File: config.mk
export PLATFORM = sky130hd
export DESIGN_NAME = cla_pipe_adder
export DESIGN_NICKNAME = d
export VERILOG_FILES = /design/src/rtl/cla_pkg.sv /design/src/rtl/cla_group.sv /design/src/rtl/cla_pipe_adder.sv
export SDC_FILE = /design/constraint.sdc
export NUM_CORES = 1
export LEC_CHECK = 0
export CAP_MARGIN = 0
export CORE_MARGIN = 1
export CORE_UTILIZATION = 40
export CTS_BUF_LIST = sky130_fd_sc_hd__clkbuf_8
export CTS_CLUSTER_DIAMETER = 50
export CTS_CLUSTER_SIZE = 14
export DETAILED_ROUTE_END_ITERATION = 16
export PLACE_DENSITY = 0.62
export SLEW_MARGIN = 20
export SYNTH_ARGS = -nofsm -noshare
export SYNTH_HDL_FRONTEND = slang
export SYNTH_SLANG_ARGS = --single-unit
File: constraint.sdc
create_clock -name clk -period 2.8 [get_ports clk]
set_input_delay 0.56 -clock clk [delete_from_list [all_inputs] [get_ports clk]]
set_output_delay 0.56 -clock clk [all_outputs]
set_load 0.05 [all_outputs]
File: src/rtl/cla_pkg.sv
// Shared types and elaboration-time parameter check for the pipelined lookahead adder.
package cla_pkg;

  typedef struct packed {
    logic cout;
    logic ovf;
    logic zero;
  } flags_t;

  function automatic bit params_ok(input int width, input int block);
    return (block >= 1) && (width >= block) &&
           ((width % ((block >= 1) ? block : 1)) == 0);
  endfunction

endpackage

File: src/rtl/cla_group.sv
// Combinational BLOCK-bit carry-lookahead group: every carry is a flat sum of products of p/g/cin.
// Also exports group propagate/generate so groups can later be combined in a second lookahead level.
module cla_group
  import cla_pkg::*;
#(
  parameter int BLOCK = 8
) (
  input  logic [BLOCK-1:0] a,
  input  logic [BLOCK-1:0] b,
  input  logic             cin,
  output logic [BLOCK-1:0] sum,
  output logic             cout,
  output logic             grp_p,
  output logic             grp_g
);

  logic [BLOCK-1:0] p;
  logic [BLOCK-1:0] g;
  logic [BLOCK:0]   c;
  logic             term;

  assign p = a ^ b;
  assign g = a & b;

  // c[i] = cin&p[0..i-1] | OR_j g[j]&p[j+1..i-1]; loops unroll to two-level logic, no ripple
  always_comb begin
    c     = '0;
    term  = 1'b0;
    grp_g = 1'b0;
    for (int i = 0; i <= BLOCK; i++) begin
      term = cin;
      for (int m = 0; m < i; m++) term = term & p[m];
      c[i] = term;
      for (int j = 0; j < i; j++) begin
        term = g[j];
        for (int m = j + 1; m < i; m++) term = term & p[m];
        c[i] = c[i] | term;
      end
    end
    for (int j = 0; j < BLOCK; j++) begin
      term = g[j];
      for (int m = j + 1; m < BLOCK; m++) term = term & p[m];
      grp_g = grp_g | term;
    end
  end

  assign grp_p = &p;
  assign sum   = p ^ c[BLOCK-1:0];
  assign cout  = c[BLOCK];

endmodule

File: src/rtl/cla_pipe_adder.sv
// Pipelined lookahead add/sub, one BLOCK group per stage; STAGES cycles latency, 1 beat/clk.
// A held result (out_valid && !out_ready) freezes every stage; in_ready is that stall's inverse.
module cla_pipe_adder
  import cla_pkg::*;
#(
  parameter int WIDTH = 32,
  parameter int BLOCK = 8
) (
  input  logic             clk,
  input  logic             rst_n,
  input  logic             in_valid,
  output logic             in_ready,
  input  logic [WIDTH-1:0] in_a,
  input  logic [WIDTH-1:0] in_b,
  input  logic             in_cin,
  input  logic             in_sub,
  output logic             out_valid,
  input  logic             out_ready,
  output logic [WIDTH-1:0] out_sum,
  output logic             out_cout,
  output logic             out_ovf,
  output logic             out_zero
);

  localparam int STAGES = WIDTH / BLOCK;

  if (!params_ok(WIDTH, BLOCK)) begin : g_param_err
    $error("cla_pipe_adder: WIDTH must be a positive multiple of BLOCK");
  end

  logic              adv;
  logic [WIDTH-1:0]  b_eff;
  logic              c0;
  logic [STAGES-1:0] vld_q;
  logic [WIDTH-1:0]  a_q [STAGES];
  logic [WIDTH-1:0]  b_q [STAGES];
  logic [WIDTH-1:0]  s_q [STAGES];
  logic              c_q [STAGES];
  logic [WIDTH-1:0]  a_n [STAGES];
  logic [WIDTH-1:0]  b_n [STAGES];
  logic [WIDTH-1:0]  s_n [STAGES];
  logic              c_n [STAGES];
  logic              c_msb;
  flags_t            flg_n;
  flags_t            flg_q;

  assign b_eff    = in_sub ? ~in_b : in_b;
  assign c0       = in_sub | in_cin;
  assign adv      = ~vld_q[STAGES-1] | out_ready;
  assign in_ready = adv;

  // Operands travel whole; each stage replaces only its own group in the running sum word
  for (genvar k = 0; k < STAGES; k++) begin : g_stage
    logic [WIDTH-1:0] a_i;
    logic [WIDTH-1:0] b_i;
    logic [WIDTH-1:0] s_i;
    logic [WIDTH-1:0] s_o;
    logic             c_i;
    logic [BLOCK-1:0] gs;
    logic             gc;
    logic             gp;
    logic             gg;

    if (k == 0) begin : g_head
      assign a_i = in_a;
      assign b_i = b_eff;
      assign s_i = '0;
      assign c_i = c0;
    end else begin : g_body
      assign a_i = a_q[k-1];
      assign b_i = b_q[k-1];
      assign s_i = s_q[k-1];
      assign c_i = c_q[k-1];
    end

    cla_group #(.BLOCK(BLOCK)) u_grp (
      .a     (a_i[k*BLOCK +: BLOCK]),
      .b     (b_i[k*BLOCK +: BLOCK]),
      .cin   (c_i),
      .sum   (gs),
      .cout  (gc),
      .grp_p (gp),
      .grp_g (gg)
    );

    always_comb begin
      s_o = s_i;
      s_o[k*BLOCK +: BLOCK] = gs;
      assert (gc == (gg | (gp & c_i)));
    end

    assign a_n[k] = a_i;
    assign b_n[k] = b_i;
    assign s_n[k] = s_o;
    assign c_n[k] = gc;
  end

  // Carry into the MSB recovered from the MSB sum bit and its (effective) operand bits
  assign c_msb = s_n[STAGES-1][WIDTH-1] ^ a_n[STAGES-1][WIDTH-1] ^ b_n[STAGES-1][WIDTH-1];

  always_comb begin
    flg_n      = '0;
    flg_n.cout = c_n[STAGES-1];
    flg_n.ovf  = c_msb ^ c_n[STAGES-1];
    flg_n.zero = ~|s_n[STAGES-1];
  end

  always_ff @(posedge clk or negedge rst_n) begin
    if (!rst_n) begin
      vld_q <= '0;
      flg_q <= '0;
      for (int k = 0; k < STAGES; k++) begin
        a_q[k] <= '0;
        b_q[k] <= '0;
        s_q[k] <= '0;
        c_q[k] <= 1'b0;
      end
    end else if (adv) begin
      vld_q[0] <= in_valid;
      for (int k = 1; k < STAGES; k++) vld_q[k] <= vld_q[k-1];
      for (int k = 0; k < STAGES; k++) begin
        a_q[k] <= a_n[k];
        b_q[k] <= b_n[k];
        s_q[k] <= s_n[k];
        c_q[k] <= c_n[k];
      end
      flg_q <= flg_n;
    end
  end

  assign out_valid = vld_q[STAGES-1];
  assign out_sum   = s_q[STAGES-1];
  assign out_cout  = flg_q.cout;
  assign out_ovf   = flg_q.ovf;
  assign out_zero  = flg_q.zero;

endmodule

After elaboration in Yosys (flattened, before gate mapping)
Cells that the tools add are included.
Operators by class
  multiplexer cells: 1
  bitwise operators: 307
  reductions and logical operators: 2
Operator list (number)
  1-bit OR: 146
  1-bit bitwise AND: 144
  8-bit XOR: 8
  8-bit bitwise AND: 4
  32-bit two-way mux: 1
  32-bit NOT: 1
  32-bit OR reduction: 1
  1-bit XOR: 3
  1-bit zero test: 1
  1-bit NOT: 1
Storage, ports and cells
  bits in registers: 282
  input bits: 70
  logic and storage cells: 327

Depth between registers and ports, before layout
  depth in word-level cells: 19
  depth in mapped cells: 11
  mapped depth without buffers: 9

By module
A second synthesis with hierarchy kept.
Second synthesis, totals
  cell total of the unflattened synthesis: 1021
  area, all modules: 9047.4 um2
By module, submodules not included
  cla_pipe_adder: times used 1, cells each 809, area each 7424.6 um2, seq. area each 4654.5 um2
  cla_group at g_stage[1].u_grp ...: times used 3, cells each 56, area each 417.9 um2, seq. area each 0.0 um2
  cla_group at g_stage[0].u_grp: times used 1, cells each 44, area each 369.1 um2, seq. area each 0.0 um2

Least setup slack after synthesis
Ideal clock, no wire load.
  path kind: input to register
  from: input in_sub
  to: register s_q (netlist bit g_stage[1].s_i[7])
  arrival: 2.694 ns
  data required time: 2.660 ns
  setup slack: -0.034 ns
  stages: 11
  path buffers: 2
  path through: clkbuf_1 > buf_2 > xor2_1 > ha_1 > ha_1 > o21a_1 > o211ai_2 > a21oi_2 > or3_4 > xnor2_1 > a21oi_1
Between the ends
  longest elaborated chain between the ends: 17
Ends and longest elaborated chain
  start, declared: RTL line cla_pipe_adder.sv:16  | input logic in_sub,
  32-bit two-way mux: RTL line cla_pipe_adder.sv:47  | assign b_eff = in_sub ? ~in_b : in_b;
  8-bit XOR: RTL line cla_group.sv:22  | assign p = a ^ b;
  1-bit bitwise AND (7 in a row): RTL line cla_group.sv:32  | for (int m = 0; m < i; m++) term = term & p[m];
  1-bit OR (7 in a row): RTL line cla_group.sv:37  | c[i] = c[i] | term;
  8-bit XOR *: RTL line cla_group.sv:48  | assign sum = p ^ c[BLOCK-1:0];
  end signal, assigned by index: RTL line cla_pipe_adder.sv:124  | s_q[k] <= s_n[k];
  end, declared: RTL line cla_pipe_adder.sv:37  | logic [WIDTH-1:0] s_q [STAGES];
Every way passes the cells marked *; elsewhere a longest branch is shown, timed or not.
A chain may end at the register's enable or synchronous reset.

Worst setup path after layout
  from: input in_b[0]
  to: register s_q (netlist bit g_stage[1].s_i[7])
Between the ends
  longest elaborated chain between the ends: 18
Ends and longest elaborated chain
  start, declared: RTL line cla_pipe_adder.sv:14  | input logic [WIDTH-1:0] in_b,
  32-bit NOT: RTL line cla_pipe_adder.sv:47
  32-bit two-way mux *: RTL line cla_pipe_adder.sv:47
  8-bit XOR: RTL line cla_group.sv:22
  1-bit bitwise AND (7 in a row): RTL line cla_group.sv:32
  1-bit OR * (7 in a row): RTL line cla_group.sv:37
  8-bit XOR *: RTL line cla_group.sv:48
Marks and branches as above.

==> flow_summary.toml <==
[timing]
max-slew-margin-rel_pct = 53.66
setup_viol = 0
timing.final.crit_share_pct = 86.17
rsz0062_at_grt = "false"
min_period_ps = 2413
hold_viol_final = 0
clock.fmax_mhz = 414.5
fin_ws_ps = 387.3
drv_slew = 0
holdWs_ps = 96.69
setup-tns-final_ps = 0
worst_pin_slew_ps = 677.5
skew_ps = 8.107

[critical_path]
cp-end-kind = "register"
start_kind = "input port"
crit_path_cell_trace = "clkdlybuf4s50_1 > xor2_1 > ha_1 > ha_1 > o21a_1 > o211ai_2 > a21oi_2 > or3_4 > xnor2_1 > a21oi_1"
critPathMaxStageDelay_ps = 470
crit_type = "in -> reg"
required_ps = 3130
crit_fanout = 2
cp.arrival_ps = 2740
crit_slowest_cell = "clkdlybuf4s50_1"
cpMostUsedCell = "ha_1"

[placement]
gp_congestion = 0.7564
port-buffer-count = 106
place_ws_ps = -91.05
hpwl_um = 11540

[pwr]
power.ir.vdd_worst_uv = 390.0
power_density_nw_per_um2 = 1143
leakage_nw = 4.970
finalPower_mw = 11.75

[grt]
antenna_found_initial = 0
grt_pass1_vias = 5853
grt_first_pass_wirelength_um = 28850
use_met2_pct = 25.57
grtUsageMet3_pct = 3.385
grt_util_met1_pct = 24.03
grt_use_total_pct = 16.77
top_usage_layer = "met2"
grt_overflow = 0
grt_max_degree = 121

[route]
wirelength_um = 16560
dr.pass1.iters = 4
vias = 6080
avgViaCountPerCell = 4.670
wl_per_cell_um = 12.72
antenna_left = 0
drtIter0Drc = 248
drc_errors = 0

[clock_tree]
clk_pin_slew_worst_paths_ps = 100
hold_buffers = 0
clockRootBuffer = "clkbuf_8"
cts_max_level = 4
clockBufferDepth = 2
tritoncts = "done"
postCtsSetupRepairBufs = 0
clkLatencyLatePin_ps = 470
cts_made_buffers = 17
cts.sinks = 186
cts_resized = 0

[yosys]
synthArstFlopShare_pct = 100.0
synth_area_per_cell_um2 = 9.136
synth_fp_nets = 1032
ys_warn_count = 0
synth_seq_cells = 186
seq_area_frac_synth_pct = 55.26
netlist-cell-type-count = 41
synth_area_um2 = 8423
synth_edf_count = 0
synth_top_area_share_pct = 55.26
yosys-top-cells-area = "dfrtp_1, nand2_1, ha_1"
postSynthCellCount = 922
synth_top_area_cell = "dfrtp_1"
ys.flop_type = "dfrtp_1"

[finish]
areaGrowthSynthToFinish_pct = 22.00
drive_gt1_share_pct = 6.589
n_antenna_cell = 0
finalNetCount = 1129

[die]
die_h_um = 147.1
dieArea_um2 = 21640
start_util_pct = 41.23
fp-row-count = 52
ios = 107
die_x_um = 147.1
core_um2 = 20430

[status]
status = "completed"

[job]
cap_violations = 0

[hold_path]
hold_class = "in -> async"
## stage by stage
stage               instance area [um2]  utilization, %  instances
detailed placement                 9824           48.09       1270
finish                            10280           50.30       1302
global route                      10280           50.30       1302
floorplan                          8426               -        922
global placement                   9824           48.09       1270
CTS                               10280           50.30       1302
## synthesized netlist by cell type, types with 3 or more instances
master,count
a21boi_2,3
or3_4,3
nand3_1,10
buf_2,10
a21oi_1,19
a21o_1,4
nor2_1,23
clkbuf_1,28
nor4_1,7
nand2_1,437
o21ai_0,34
xnor2_1,37
dfrtp_1,186
nor3_1,9
ha_1,36
o31ai_1,6
o211ai_2,3
xor2_1,12
fa_1,4
inv_1,4
o21ai_1,6
buf_1,7
o21a_1,7
a22o_1,3
a21oi_2,3
## critical path: cells and delay by family
kind	cells	cell delay, ps
compound gates	4	550
buf+inv	1	470
simple gates	1	380
xor+xnor	2	340
fa+ha+maj	2	450
## worst paths after layout
kind	slack, ps	to	startpoint	depth (start not counted)
setup / recovery	390	g_stage[1].s_i[7]	in_b[0]	10
hold / removal	100	g_stage[2].a_i[20]	rst_n	1
setup reg to reg	550	g_stage[3].s_i[22]	g_stage[2].a_i[16]	7
hold reg to reg	470	vld_q[2]	vld_q[2]	2
max in group asynchronous	2020	vld_q[0]	rst_n	2
min in group clk	470	vld_q[2]	vld_q[2]	2
## cells in the final DEF (no fill, tap or decap), types with 5 or more instances in the layout
cell | netlist | final
buf_4 | 0 | 14
o31ai_1 | 6 | 6
nand3_1 | 10 | 10
clkbuf_8 | 0 | 20
o21a_1 | 7 | 7
inv_1 | 4 | 5
ha_1 | 36 | 36
xnor2_1 | 37 | 37
nand2_1 | 437 | 437
dfrtp_1 | 186 | 186
a21oi_1 | 19 | 19
clkdlybuf4s50_1 | 0 | 103
o21ai_1 | 6 | 6
nor2_1 | 23 | 23
o21ai_0 | 34 | 34
nor4_1 | 7 | 7
nor3_1 | 9 | 9
xor2_1 | 12 | 12
## cell type report
| cell class | instances | area [um2] |
|---|---|---|
| Fill cell | 1979 | 10150 |
| Sequential cell | 186 | 4654 |
| Multi-Input combinational cell | 686 | 3576 |
| Timing Repair Buffer | 123 | 1235 |
| Tap cell | 270 | 337.8 |
| Clock buffer | 19 | 261.5 |
| Clock inverter | 13 | 190.2 |
| Inverter | 5 | 21.27 |
## power breakdown
group,total (mW),internal [mW],switching (mW)
sequential,4.63,3.88,0.756
combinational,5.11,2.00,3.11
clock,2.00,1.03,0.965
total,11.7,6.91,4.83
## kinds of logic after synthesis
group / share of synthesized area [%]
buf+inv: 2.377
flops: 55.26
simple gates: 23.38
xor+xnor: 5.095
fa+ha+maj: 6.298
compound gates: 7.591
## per-layer routing
metal  routed length, um  vias to the layer above
li1                    -                     3164
met4                 184                        0
met5                   0                        -
met3                 512                       15
met2                7363                       86
met1                8500                     2815
## state kept, by name, summed over array words and instances (netlist names)
register	cells
out_zero	1
out_sum	32
vld_q	4
g_stage.a_i	48
out_cout	1
g_stage.c_i	3
g_stage.b_i	48
g_stage.s_i	48
out_ovf	1
(Power assumes the default switching activity.)
